--- config.mk ---
export PLATFORM = sky130hd
export DESIGN_NAME = shift_rotate_pipe_flat
export DESIGN_NICKNAME = d
export VERILOG_FILES = /design/src/rtl/shift_rotate_pipe_if.sv /design/src/rtl/shift_rotate_pipe.sv /design/src/flat_wrapper.sv
export SDC_FILE = /design/constraint.sdc
export NUM_CORES = 1
export LEC_CHECK = 0
export BUFFER_PORTS_ARGS = -buffer_cell sky130_fd_sc_hd__buf_4
export CORE_ASPECT_RATIO = 2
export CORE_MARGIN = 5
export CORE_UTILIZATION = 35
export CTS_BUF_LIST = sky130_fd_sc_hd__clkbuf_8 sky130_fd_sc_hd__clkbuf_16
export DETAILED_ROUTE_END_ITERATION = 10
export GPL_TIMING_DRIVEN = 0
export SLEW_MARGIN = 5
export SYNTH_ARGS = -nofsm -noshare
export SYNTH_HDL_FRONTEND = slang
export SYNTH_SLANG_ARGS = --single-unit
--- constraint.sdc ---
create_clock -name clock -period 22.3 [get_ports clock]
set_clock_uncertainty 0.2 [all_clocks]
set_input_delay 5.575 -clock clock [delete_from_list [all_inputs] [get_ports clock]]
set_output_delay 5.575 -clock clock [all_outputs]
set_load 0.02 [all_outputs]
--- src/rtl/shift_rotate_pipe_if.sv ---
// Handshake bundle for the shift/rotate pipe: operation request side (in_*)
// and result side (out_*), each with its own valid/ready pair.
interface shift_rotate_pipe_if #(
   parameter int TAG_W = 4
);
   logic             in_valid;
   logic             in_ready;
   logic [31:0]      in_data;
   logic [4:0]       in_shamt;
   logic [1:0]       in_op;
   logic [TAG_W-1:0] in_tag;
   logic             out_valid;
   logic             out_ready;
   logic [31:0]      out_data;
   logic [TAG_W-1:0] out_tag;

   modport master (
      output in_valid, in_data, in_shamt, in_op, in_tag, out_ready,
      input  in_ready, out_valid, out_data, out_tag
   );

   modport slave (
      input  in_valid, in_data, in_shamt, in_op, in_tag, out_ready,
      output in_ready, out_valid, out_data, out_tag
   );
endinterface

--- src/rtl/shift_rotate_pipe.sv ---
// Five-stage 32-bit shift/rotate pipe (SLL, SRL, SRA, ROTR). Stage k applies
// a 2^k-bit step when shamt bit k is set; the whole pipe stalls as one unit.
module shift_rotate_pipe #(
   parameter int TAG_W = 4
) (
   input  logic               clock,
   input  logic               reset_n,
   shift_rotate_pipe_if.slave bus
);
   localparam int STAGES = 5;

   typedef enum logic [1:0] {
      OP_SLL  = 2'b00,
      OP_SRL  = 2'b01,
      OP_SRA  = 2'b10,
      OP_ROTR = 2'b11
   } op_e;

   // Once stage 0 has shifted an SRA operand, bit 31 already holds the sign,
   // so every later stage can fill from its own bit 31.
   function automatic logic [31:0] stepShift(input logic [31:0] d, input op_e op, input int amt);
      logic [31:0] result;
      logic [63:0] wide;
      result = d;
      wide   = '0;
      case (op)
         OP_SLL:  result = d << amt;
         OP_SRL:  result = d >> amt;
         OP_SRA: begin
            wide   = {{32{d[31]}}, d} >> amt;
            result = wide[31:0];
         end
         OP_ROTR: begin
            wide   = {d, d} >> amt;
            result = wide[31:0];
         end
         default: result = d;
      endcase
      return result;
   endfunction

   logic [STAGES-1:0] validReg;
   logic [31:0]       dataReg  [STAGES];
   logic [4:0]        shamtReg [STAGES-1];
   op_e               opReg    [STAGES-1];
   logic [TAG_W-1:0]  tagReg   [STAGES];

   logic [31:0]       srcData  [STAGES];
   logic [4:0]        srcShamt [STAGES];
   op_e               srcOp    [STAGES];
   logic [TAG_W-1:0]  srcTag   [STAGES];
   logic [31:0]       dataNext [STAGES];

   logic advance;

   assign advance      = !validReg[STAGES-1] || bus.out_ready;
   assign bus.in_ready = advance;

   for (genvar gi = 0; gi < STAGES; gi++) begin : g_stage
      if (gi == 0) begin : g_head
         assign srcData[gi]  = bus.in_data;
         assign srcShamt[gi] = bus.in_shamt;
         assign srcOp[gi]    = op_e'(bus.in_op);
         assign srcTag[gi]   = bus.in_tag;
      end else begin : g_body
         assign srcData[gi]  = dataReg[gi-1];
         assign srcShamt[gi] = shamtReg[gi-1];
         assign srcOp[gi]    = opReg[gi-1];
         assign srcTag[gi]   = tagReg[gi-1];
      end
      assign dataNext[gi] = srcShamt[gi][gi] ? stepShift(srcData[gi], srcOp[gi], 1 << gi)
                                             : srcData[gi];
   end

   always_ff @(posedge clock) begin
      if (!reset_n) begin
         validReg <= '0;
         for (int k = 0; k < STAGES; k++) begin
            dataReg[k] <= '0;
            tagReg[k]  <= '0;
         end
         for (int k = 0; k < STAGES - 1; k++) begin
            shamtReg[k] <= '0;
            opReg[k]    <= OP_SLL;
         end
      end else if (advance) begin
         // in_ready equals advance, so in_valid alone marks an accepted op here.
         validReg <= {validReg[STAGES-2:0], bus.in_valid};
         for (int k = 0; k < STAGES; k++) begin
            dataReg[k] <= dataNext[k];
            tagReg[k]  <= srcTag[k];
         end
         for (int k = 0; k < STAGES - 1; k++) begin
            shamtReg[k] <= srcShamt[k];
            opReg[k]    <= srcOp[k];
         end
      end
   end

   assign bus.out_valid = validReg[STAGES-1];
   assign bus.out_data  = dataReg[STAGES-1];
   assign bus.out_tag   = tagReg[STAGES-1];
endmodule

--- src/flat_wrapper.sv ---
// flat-port wrapper written by rule: the top's interface ports become plain ports
module shift_rotate_pipe_flat 
#(
   parameter int TAG_W = 4
)
  (clock, reset_n, bus_in_valid, bus_in_data, bus_in_shamt, bus_in_op, bus_in_tag, bus_out_ready, bus_in_ready, bus_out_valid, bus_out_data, bus_out_tag);
  shift_rotate_pipe_if #(.TAG_W(TAG_W)) bus_i ();
  input  logic clock;
  input  logic reset_n;
  input wire logic [$bits(bus_i.in_valid)-1:0] bus_in_valid;
  input wire logic [$bits(bus_i.in_data)-1:0] bus_in_data;
  input wire logic [$bits(bus_i.in_shamt)-1:0] bus_in_shamt;
  input wire logic [$bits(bus_i.in_op)-1:0] bus_in_op;
  input wire logic [$bits(bus_i.in_tag)-1:0] bus_in_tag;
  input wire logic [$bits(bus_i.out_ready)-1:0] bus_out_ready;
  output wire logic [$bits(bus_i.in_ready)-1:0] bus_in_ready;
  output wire logic [$bits(bus_i.out_valid)-1:0] bus_out_valid;
  output wire logic [$bits(bus_i.out_data)-1:0] bus_out_data;
  output wire logic [$bits(bus_i.out_tag)-1:0] bus_out_tag;
  assign bus_i.in_valid = bus_in_valid;
  assign bus_i.in_data = bus_in_data;
  assign bus_i.in_shamt = bus_in_shamt;
  assign bus_i.in_op = bus_in_op;
  assign bus_i.in_tag = bus_in_tag;
  assign bus_i.out_ready = bus_out_ready;
  assign bus_in_ready = bus_i.in_ready;
  assign bus_out_valid = bus_i.out_valid;
  assign bus_out_data = bus_i.out_data;
  assign bus_out_tag = bus_i.out_tag;
  shift_rotate_pipe #(.TAG_W(TAG_W)) u_core (.clock(clock), .reset_n(reset_n), .bus(bus_i));
endmodule
==> results of run 1 <==
==> sequential cells by signal, summed over array words and instances (netlist names) <==
register / cells
u_core.opReg: 8
u_core.dataReg: 160
u_core.shamtReg: 10
u_core.validReg: 5
u_core.tagReg: 20
==> cell type report <==
type                       instances  area [sq um]  share of cell area
buffer                           122         670.6             0.05454
clock buffer                      19         475.5             0.03867
clock inverter                    15         167.7             0.01363
inverter                           1         6.256           0.0005088
multi-input combinational        678          3797              0.3088
sequential                       203          6046              0.4917
tap                              364         455.4             0.03704
timing repair buffer              85         678.2             0.05515
==> cells by family after synthesis <==
logic type | share of synthesized area
compound gates | 0.1531
xor+xnor | 0.001548
buf+inv | 0.06439
flops | 0.5751
mux | 0.001904
simple gates | 0.2040
==> metal layers <==
| metal | global-route usage | wire (um) | part of all wire |
|---|---|---|---|
| met1 | 0.1211 | 8086 | 0.30 |
| met4 | 0.1263 | 2240 | 0.082 |
| met3 | 0.01475 | 882 | 0.032 |
| met2 | 0.3302 | 15990 | 0.59 |
| met5 | 0 | 0 | 0 |
==> final timing paths <==
kind / from / endpoint / slack (ns) / cells after the start
worst max-delay path: bus_out_ready / bus_in_ready / 9.96 / 6
worst min-delay path: u_core.validReg[2] / u_core.validReg[3] / 0.27 / 2
worst max register to register: u_core.validReg[4] / u_core.dataReg[0][10] / 20.06 / 4
worst min register to register: u_core.validReg[2] / u_core.validReg[3] / 0.27 / 2
==> layout by cell type (no fill, tap or decap), types with 3 or more instances in the layout <==
| master | instances |
|---|---|
| nand2b_1 | 27 |
| clkbuf_1 | 42 |
| buf_2 | 41 |
| nor2b_1 | 19 |
| buf_4 | 116 |
| a211oi_2 | 10 |
| nand3_1 | 21 |
| clkinv_1 | 3 |
| a31oi_1 | 3 |
| bufinv_16 | 3 |
| and3_1 | 38 |
| a211oi_1 | 5 |
| and2_1 | 3 |
| nand2_1 | 232 |
| clkinvlp_4 | 4 |
| dfxtp_1 | 5 |
| a311oi_2 | 20 |
| a311oi_1 | 86 |
| nor2_4 | 3 |
| a21o_1 | 8 |
| a21boi_0 | 4 |
| clkbuf_16 | 19 |
| edfxtp_1 | 198 |
| nor2_1 | 139 |
| buf_6 | 5 |
| o221a_2 | 4 |
| a21oi_1 | 36 |
==> worst min-delay path: stages (launching register included) <==
cell	delay, ns
dfxtp_1	0.31
nand2_1	0.05
a21boi_0	0.06
==> power by group <==
part           internal [mW]  leakage (nW)  total [mW]  switching [mW]
registers              0.442          2.40       0.460          0.0182
clock network          0.193         0.303       0.334           0.142
logic                 0.0386          2.04      0.0949          0.0564
total                  0.673          4.74       0.889           0.216
==> metrics by stage <==
step                power, mW  hold WS [ns]  utilization  instances
CTS                    0.8965        0.2680       0.4151       1487
finish                 0.8890        0.2697       0.4151       1487
floorplan              0.5238        0.2404            -       1004
detailed placement     0.5626        0.2558       0.3934       1453
global route           0.9203        0.2934       0.4151       1487
global placement       0.5610        0.2506       0.3913       1451
==> run_results.csv, run 1 <==
group,metric,value,unit
finish,area_growth,16.97,%
drt,drcViolationCount,0,
finish,final_net_count,1157,
synth,avgSynthCellArea,10.47,sq um
worst_setup_path,cp_top_family,"buffers and inverters",
drt,vias,7913,
worst_setup_path,worstSetupEndpointType,"output pin",
synth,synth_top_area_cell,"edfxtp_1",
cts,path_clk_slew,0.06,ns
grt,grt_max_degree,74,
drt,vias_per_cell,5.321,
outcome,status,"finished, final reports clean",
floorplan,fp.dieArea,33810,sq um
drt,finalWirelength,27.20,mm
sta,fin_crit,12.34,ns
place,hpwl,21.11,mm
worst_setup_path,critical_path.max_stage_delay,0.35,ns
synth,synth_edf_count,198,
cts,cts_setup_buffers,0,
place,dpl_cell_area,11650,sq um
floorplan,die_h,255.1,um
grt,gr-total-overflow,0,
worst_setup_path,slowest_stage,"clkbuf_1",
sta,maxSlewViolCount,0,
grt,grt_pass1_wl,41.24,mm
power_and_ir_drop,p_per_area,72.29,nW/um^2
floorplan,die_w,132.5,um
finish,design_area,12300,sq um
grt,antenna_found_initial,0,
drt,dr.pass1.iters,4,
synth,yosys-top-cells-count,"nand2_1, edfxtp_1, nor2_1",
worst_setup_path,critPathMaxFanout,10,
worst_setup_path,critPathBufInv,5,
floorplan,core-area,29620,sq um
place,portBuffers,83,
sta,finalCritPeriodShare,0.5533,
cts,clock-sinks,203,
cts,cts.hold.buffers_added,0,
finish,drive_above_1_share,0.2128,
sta,layout_setup_ws,9.962,ns
synth,synth.distinct_cells,38,
worst_setup_path,crit_path_start_kind,"primary input",
synth,synth_area_leaders,"edfxtp_1, nand2_1, a311oi_1",
sta,slew_headroom,0.3970,
synth,netlist_area,10510,sq um
worst_setup_path,path_class,"in2out",
worst_setup_path,crit_top_cell,"buf_4",
power_and_ir_drop,total_leakage_power,4.743,nW
floorplan,io_pins,85,
worst_setup_path,cp.required,16.52,ns
hold_path,hp-class,"reg2reg",
cts,cts_tree,"built",
synth,ys_warn_count,0,
grt,grt_pass1_vias,7820,
synth,async_reset_ff_frac,0,
floorplan,rows,89,
cts,clockBufferDepth,3,
sta,hold_violations,0,
power_and_ir_drop,peakVddDrop,0.04296,mV
place,post-place-ws,9.974,ns
sta,finalSetupTns,0,ns
cts,cts_max_level,1,
drt,drtIter0Drc,403,
synth,synth_top_area_frac,0.5656,
cts,cts_buffers,19,
synth,synthCells,1004,
synth,synthFlopType,"edfxtp_1",
synth,syn-num-nets,1051,
synth,ys_seq_elements,203,
drt,wire_per_inst,18.29,um
finish,num_antenna_cells,0,
job,drv_cap,0,
synth,ys_seq_area_frac,0.5751,
cts,cts-resized-gates,0,
drt,ant_nets,0,
floorplan,initial_core_util,0.3549,
synth,yosysMostFrequentCell,"nand2_1",
cts,clock_latency,0.51,ns
cts,root_buffer,"clkbuf_16",
sta,clock.fmax,0.08105,GHz
worst_setup_path,cp.arrival,6.56,ns
grt,grt_usage,0.1556,
sta,tightestPinTransition,0.9046,ns
sta,rsz0062_at_grt,"false",
sta,setup_violations,0,
finish,n_fill_cell,2886,
worst_setup_path,path_cells,"buf_4 -> nor2b_1 -> buf_2 -> inv_4 -> clkbuf_1 -> buf_4",
place,place.gp.congestion,0.9598,
Power figures use the tool's default switching activity.
==> run 2, diff against run 1 <==
ABC_AREA = 1   (was not set)
clock period = 10 ns   (was 22.3 ns; I/O delays follow)
==> run 2 against run 1 <==
  * Total power is 130% higher
  * Global-route usage grew 0.62 points
  * Hold slack got worse by 0.013 ns
  * Die area rose by 4.8%
  * Via count increased by 10%
  * Synthesized area grew 5.1%
  * Largest cell class unchanged
  * Highest routed layer unchanged
==> run_results.csv, run 2 <==
group,metric,value,unit
outcome,status,"finished, final reports clean",
sta,finalCritPeriodShare,0.5918,
floorplan,rows,92,
cts,root_buffer,"clkbuf_16",
place,dpl_cell_area,12260,sq um
worst_setup_path,cp.arrival,3.22,ns
floorplan,io_pins,85,
cts,cts_setup_buffers,0,
finish,final_common_cell,"nand2_1",
synth,synth_edf_count,198,
power_and_ir_drop,p_sw,0.5074,mW
drt,finalWirelength,28.94,mm
place,dp_cells,1863,
power_and_ir_drop,internal_power,1.504,mW
worst_setup_path,slowest_stage,"buf_2",
worst_setup_path,path_cells,"buf_4 -> inv_1 -> nand2_4 -> buf_2 -> buf_4",
worst_setup_path,r2r_slack,7.92,ns
floorplan,die_w,135.7,um
cts,cts_tree,"built",
synth,syn-num-nets,1403,
drt,ant_nets,0,
sta,tightestPinTransition,0.8676,ns
cts,clockBufferDepth,3,
finish,regMostFlops,"u_core.dataReg",
worst_setup_path,critPathBufInv,4,
sta,maxSlewViolCount,0,
sta,hold_violations,0,
finish,area_growth,16.69,%
hold_path,whs_endpoint,"u_core.validReg[4]",
worst_setup_path,worstSetupEndpointType,"output pin",
power_and_ir_drop,pwr-share-clk,0.363,
finish,reg.largest.list,"u_core.dataReg: 160 flops, u_core.tagReg: 20 flops, u_core.shamtReg: 10 flops",
worst_setup_path,crit_top_cell,"buf_4",
grt,gr-total-overflow,0,
floorplan,fp.dieArea,35450,sq um
worst_setup_path,critPathMaxFanout,10,
finish,largest_register_ffs,160,
place,place.gp.congestion,0.9410,
sta,fin_crit,5.918,ns
grt,grt_max_degree,73,
synth,avgSynthCellArea,8.151,sq um
grt,antenna_found_initial,0,
synth,synthFlopType,"edfxtp_1",
power_and_ir_drop,combinationalPowerShare,0.122,
grt,grt_pass1_wl,44.49,mm
synth,synth_area_leaders,"edfxtp_1, nand2_1, nor2_1",
drt,dr.pass1.iters,5,
worst_setup_path,rr_endpoint,"u_core.dataReg[0][18]",
synth,ys_seq_area_frac,0.5470,
synth,netlist_area,11050,sq um
finish,layout_common_cells,"nand2_1, nor2_1, edfxtp_1, inv_1, buf_4",
synth,synthCells,1356,
worst_setup_path,crit_path_start_kind,"primary input",
place,hpwl,22.98,mm
place,portBuffers,82,
cts,cts_buffers,20,
power_and_ir_drop,switching_share,0.2522,
floorplan,initial_core_util,0.3517,
finish,drive_above_1_share,0.1497,
worst_setup_path,cp_top_family,"buffers and inverters",
cts,clock-sinks,203,
cts,cts-resized-gates,0,
sta,clock.fmax,0.1690,GHz
worst_setup_path,reg2reg_depth,4,
sta,finalSetupTns,0,ns
worst_setup_path,critical_path.max_stage_delay,0.26,ns
drt,vias_per_cell,4.586,
cts,cts_max_level,1,
cts,clock_latency,0.51,ns
synth,ys_warn_count,0,
synth,synth.distinct_cells,19,
synth,synth_top_area_cell,"edfxtp_1",
synth,yosysMostFrequentCell,"nand2_1",
sta,rsz0062_at_grt,"false",
hold_path,hp-class,"reg2reg",
worst_setup_path,path_class,"in2out",
worst_setup_path,r2r-start,"u_core.validReg[4]",
finish,final_net_count,1509,
worst_setup_path,cp.required,7.30,ns
drt,wire_per_inst,15.24,um
floorplan,core-area,31430,sq um
synth,async_reset_ff_frac,0,
power_and_ir_drop,p_per_area,156.0,nW/um^2
drt,drcViolationCount,0,
floorplan,die_h,261.3,um
cts,cts.hold.buffers_added,0,
hold_path,min_path_cells,2,
finish,design_area,12900,sq um
job,drv_cap,0,
finish,num_antenna_cells,0,
grt,grt_usage,0.1617,
finish,fin_cells,1899,
grt,grt_pass1_vias,8674,
power_and_ir_drop,peakVddDrop,0.1006,mV
drt,drtIter0Drc,347,
sta,setup_violations,0,
synth,synth_top_area_frac,0.5379,
synth,ys_seq_elements,203,
hold_path,hold_start,"u_core.validReg[3]",
power_and_ir_drop,p_seq_frac,0.515,
sta,slew_headroom,0.4216,
drt,vias,8709,
synth,yosys-top-cells-count,"nand2_1, nor2_1, edfxtp_1",
cts,path_clk_slew,0.06,ns
power_and_ir_drop,total_leakage_power,6.121,nW
run 2: cells by family (layout without fill, tap and decap cells):
kind of cell    after synthesis  count (layout)  share of synthesized area
flops                       203             203                     0.5470
compound gates               97              97                    0.04788
buf+inv                     264             384                     0.1206
simple gates                792             792                     0.2846
run 2: area by class of cell:
cell class              instances  area [sq um]
plain buffers                 108         747.0
clock buffers                  22         539.3
clock inverters                14         97.59
fillers                      3220         18530
inverters                     156         585.6
multi-input cells             889          3682
flip-flops and latches        203          6046
well taps                     423         529.3
repair buffers                 84         670.6
run 2: worst max path at each step:
stage / start / end / slack [ns] / cells after the start
detailed placement: bus_out_ready / bus_in_ready / 4.10 / 5
finish: bus_out_ready / bus_in_ready / 4.08 / 5
floorplan: reset_n / u_core.dataReg[0][0] / 2.28 / 2
global placement: reset_n / u_core.dataReg[0][20] / 0.55 / 2
CTS: bus_out_ready / bus_in_ready / 4.10 / 5
global route: bus_out_ready / bus_in_ready / 4.04 / 5
run 2: power by group through the flow:
stage	clock (mW)	sequential [mW]	combinational (mW)
after detailed placement	0	1.05	0.247
after global routing	0.778	1.04	0.276
final	0.730	1.04	0.246
after global placement	0	1.05	0.244
after floorplan	0	1.03	0.172
after CTS	0.745	1.04	0.248
run 2: worst register-to-register path, cell delays in order (launching register included):
cell and delay, ns:
dfxtp_1 0.40, inv_1 0.06, nor2_1 0.16, nand2_4 0.46
buf_16 0.48
run 2: stage by stage:
step,hold WS [ns],util,setup slack [ns],power [mW]
after floorplan,0.2225,-,2.279,1.204
after global placement,0.2507,0.3882,0.5543,1.299
after detailed placement,0.2586,0.3902,4.099,1.301
after CTS,0.2693,0.4104,4.099,2.029
after global routing,0.2824,0.4104,4.044,2.094
final,0.2571,0.4104,4.082,2.012
run 2: per-layer routing:
layer | wire, um | global-route usage | share of wire | up-vias
met5 | 0 | 0 | 0 | -
met4 | 1521 | 0.08828 | 0.053 | 0
met3 | 836 | 0.01480 | 0.029 | 61
met2 | 18040 | 0.3623 | 0.62 | 178
met1 | 8540 | 0.1238 | 0.30 | 3998
li1 | - | - | - | 4472
==> run 3, diff against run 2 <==
clock period = 5.75 ns   (was 10 ns; I/O delays follow)
==> run 3 against run 2 <==
  * Clock-buffer cell count rose by 5
  * First-iteration DRC count grew 4.0%
  * Global-route usage up 0.91 points
  * Register-to-register slack lost 4.4 ns
  * Routed wire length grew 4.3%
  * Sequential share of layout area is 0.21 points lower
  * Total power is 80% higher
  * Non-clock buffer count shrank 1
  * Largest cell class unchanged
  * Via count increased by 0.49%
  * Sequential power is 73% higher
  * Combinational power grew 76%
==> run_results.csv, run 3 (same netlist as run 2, synthesis figures left out) <==
group,metric,value,unit
floorplan,fp.dieArea,35450,sq um
drt,dr.pass1.iters,4,
grt,grt_max_degree,125,
worst_setup_path,crit_path_start_kind,"primary input",
sta,tightestPinTransition,0.6455,ns
sta,finalCritPeriodShare,0.6569,
power_and_ir_drop,pwr-share-clk,0.385,
drt,finalWirelength,30.18,mm
sta,fin_crit,3.777,ns
sta,hold_violations,0,
worst_setup_path,path_class,"in2out",
floorplan,rows,92,
cts,cts_setup_buffers,0,
grt,grt_pass1_wl,46.61,mm
finish,fin_cells,1898,
drt,wl_met3,953,um
cts,cts.hold.buffers_added,0,
drt,wire_per_inst,15.90,um
finish,layout_common_cells,"nand2_1, nor2_1, edfxtp_1, inv_1, buf_4",
sta,setup_violations,0,
worst_setup_path,worstSetupEndpointType,"output pin",
drt,drtIter0Drc,361,
cts,path_clk_slew,0.07,ns
place,hpwl,23.73,mm
grt,grt_pass1_vias,9076,
drt,vias_per_cell,4.611,
finish,regMostFlops,"u_core.dataReg",
finish,num_antenna_cells,0,
power_and_ir_drop,total_leakage_power,6.139,nW
worst_setup_path,cp.arrival,2.14,ns
drt,drcViolationCount,0,
sta,slew_headroom,0.5697,
power_and_ir_drop,p_seq_frac,0.496,
power_and_ir_drop,switching_share,0.2501,
finish,final_common_cell,"nand2_1",
drt,wl_met1,8.672,mm
sta,finalSetupTns,0,ns
finish,final_net_count,1508,
cts,clock-sinks,203,
place,portBuffers,82,
hold_path,whs_endpoint,"u_core.validReg[4]",
sta,rsz0062_at_grt,"false",
worst_setup_path,reg2reg_depth,4,
floorplan,initial_core_util,0.3517,
sta,clock.fmax,0.2647,GHz
cts,cts_tree,"built",
power_and_ir_drop,peakVddDrop,0.1921,mV
cts,cts-resized-gates,0,
hold_path,hp-class,"reg2reg",
drt,vias,8752,
finish,drive_above_1_share,0.1498,
power_and_ir_drop,combinationalPowerShare,0.119,
place,dp_cells,1862,
worst_setup_path,critPathMaxFanout,10,
power_and_ir_drop,internal_power,2.723,mW
job,drv_cap,0,
cts,cts_buffers,20,
grt,gr-total-overflow,0,
sta,maxSlewViolCount,0,
hold_path,min_path_cells,2,
worst_setup_path,r2r-start,"u_core.validReg[4]",
cts,clock_latency,0.51,ns
finish,n_fill_cell,3217,
worst_setup_path,cp.required,4.11,ns
finish,reg.largest.list,"u_core.dataReg: 160 flops, u_core.tagReg: 20 flops, u_core.shamtReg: 10 flops",
worst_setup_path,rr_endpoint,"u_core.dataReg[0][20]",
drt,wl_met2,18.87,mm
cts,clockBufferDepth,3,
worst_setup_path,r2r_slack,3.54,ns
cts,cts_max_level,1,
floorplan,die_w,135.7,um
place,place.gp.congestion,0.9762,
finish,area_growth,17.21,%
drt,highest_layer,"met4",
finish,largest_register_ffs,160,
cts,root_buffer,"clkbuf_16",
grt,antenna_found_initial,0,
drt,ant_nets,0,
power_and_ir_drop,p_per_area,280.3,nW/um^2
grt,grt_usage,0.1709,
hold_path,hold_start,"u_core.validReg[3]",
outcome,status,"finished, final reports clean",
floorplan,die_h,261.3,um
floorplan,io_pins,85,
floorplan,core-area,31430,sq um
power_and_ir_drop,p_sw,0.9079,mW
==> run 3: layer usage <==
metal	global-route usage	vias to the layer above
met4	0.09950	0
met3	0.01672	72
li1	-	4463
met1	0.1242	4006
met5	0	-
met2	0.3864	211
==> run 3: critical path: stages <==
cell and delay [ns]:
buf_4 0.08, inv_1 0.05, nand2_4 0.13, buf_2 0.25, buf_4 0.18
==> run 3: worst max path at each step <==
stage,from,endpoint,slack [ns],cells after the start
after floorplan,reset_n,u_core.dataReg[0][0],1.10,2
after detailed placement,bus_out_ready,bus_in_ready,1.97,5
final,bus_out_ready,bus_in_ready,1.97,5
after global placement,bus_out_ready,u_core.dataReg[0][20],0.13,3
after global routing,bus_out_ready,bus_in_ready,1.90,5
after CTS,bus_out_ready,bus_in_ready,1.97,5
==> run 3: layout make-up <==
type                            count  area [sq um]  area share
Tap cell                          423         529.3     0.04085
Buffer                            108         747.0     0.05766
Inverter                          156         585.6     0.04520
Clock inverter                      9         71.32    0.005505
Sequential cell                   203          6046      0.4667
Clock buffer                       27         641.9     0.04955
Timing Repair Buffer               83         643.1     0.04964
Multi-Input combinational cell    889          3691      0.2849
==> run 3: metrics by stage <==
step                      utilization  instance area, sq um  total power [mW]  hold slack (ns)  worst slack (ns)
after floorplan                     -                 11060             2.093           0.2225             1.104
after global placement         0.3882                 12200             2.262           0.2501            0.1256
after detailed placement       0.3896                 12240             2.268           0.2552             1.969
after CTS                      0.4122                 12950             3.673           0.2650             1.969
after global routing           0.4122                 12950             3.780           0.2804             1.902
final                          0.4122                 12950             3.631           0.2555             1.973
==> run 3: power groups by stage <==
stage	logic (mW)	clock network, mW	registers (mW)
after floorplan	0.299	0	1.79
after global placement	0.430	0	1.83
after detailed placement	0.435	0	1.83
after CTS	0.436	1.44	1.80
after global routing	0.486	1.49	1.81
final	0.432	1.40	1.80
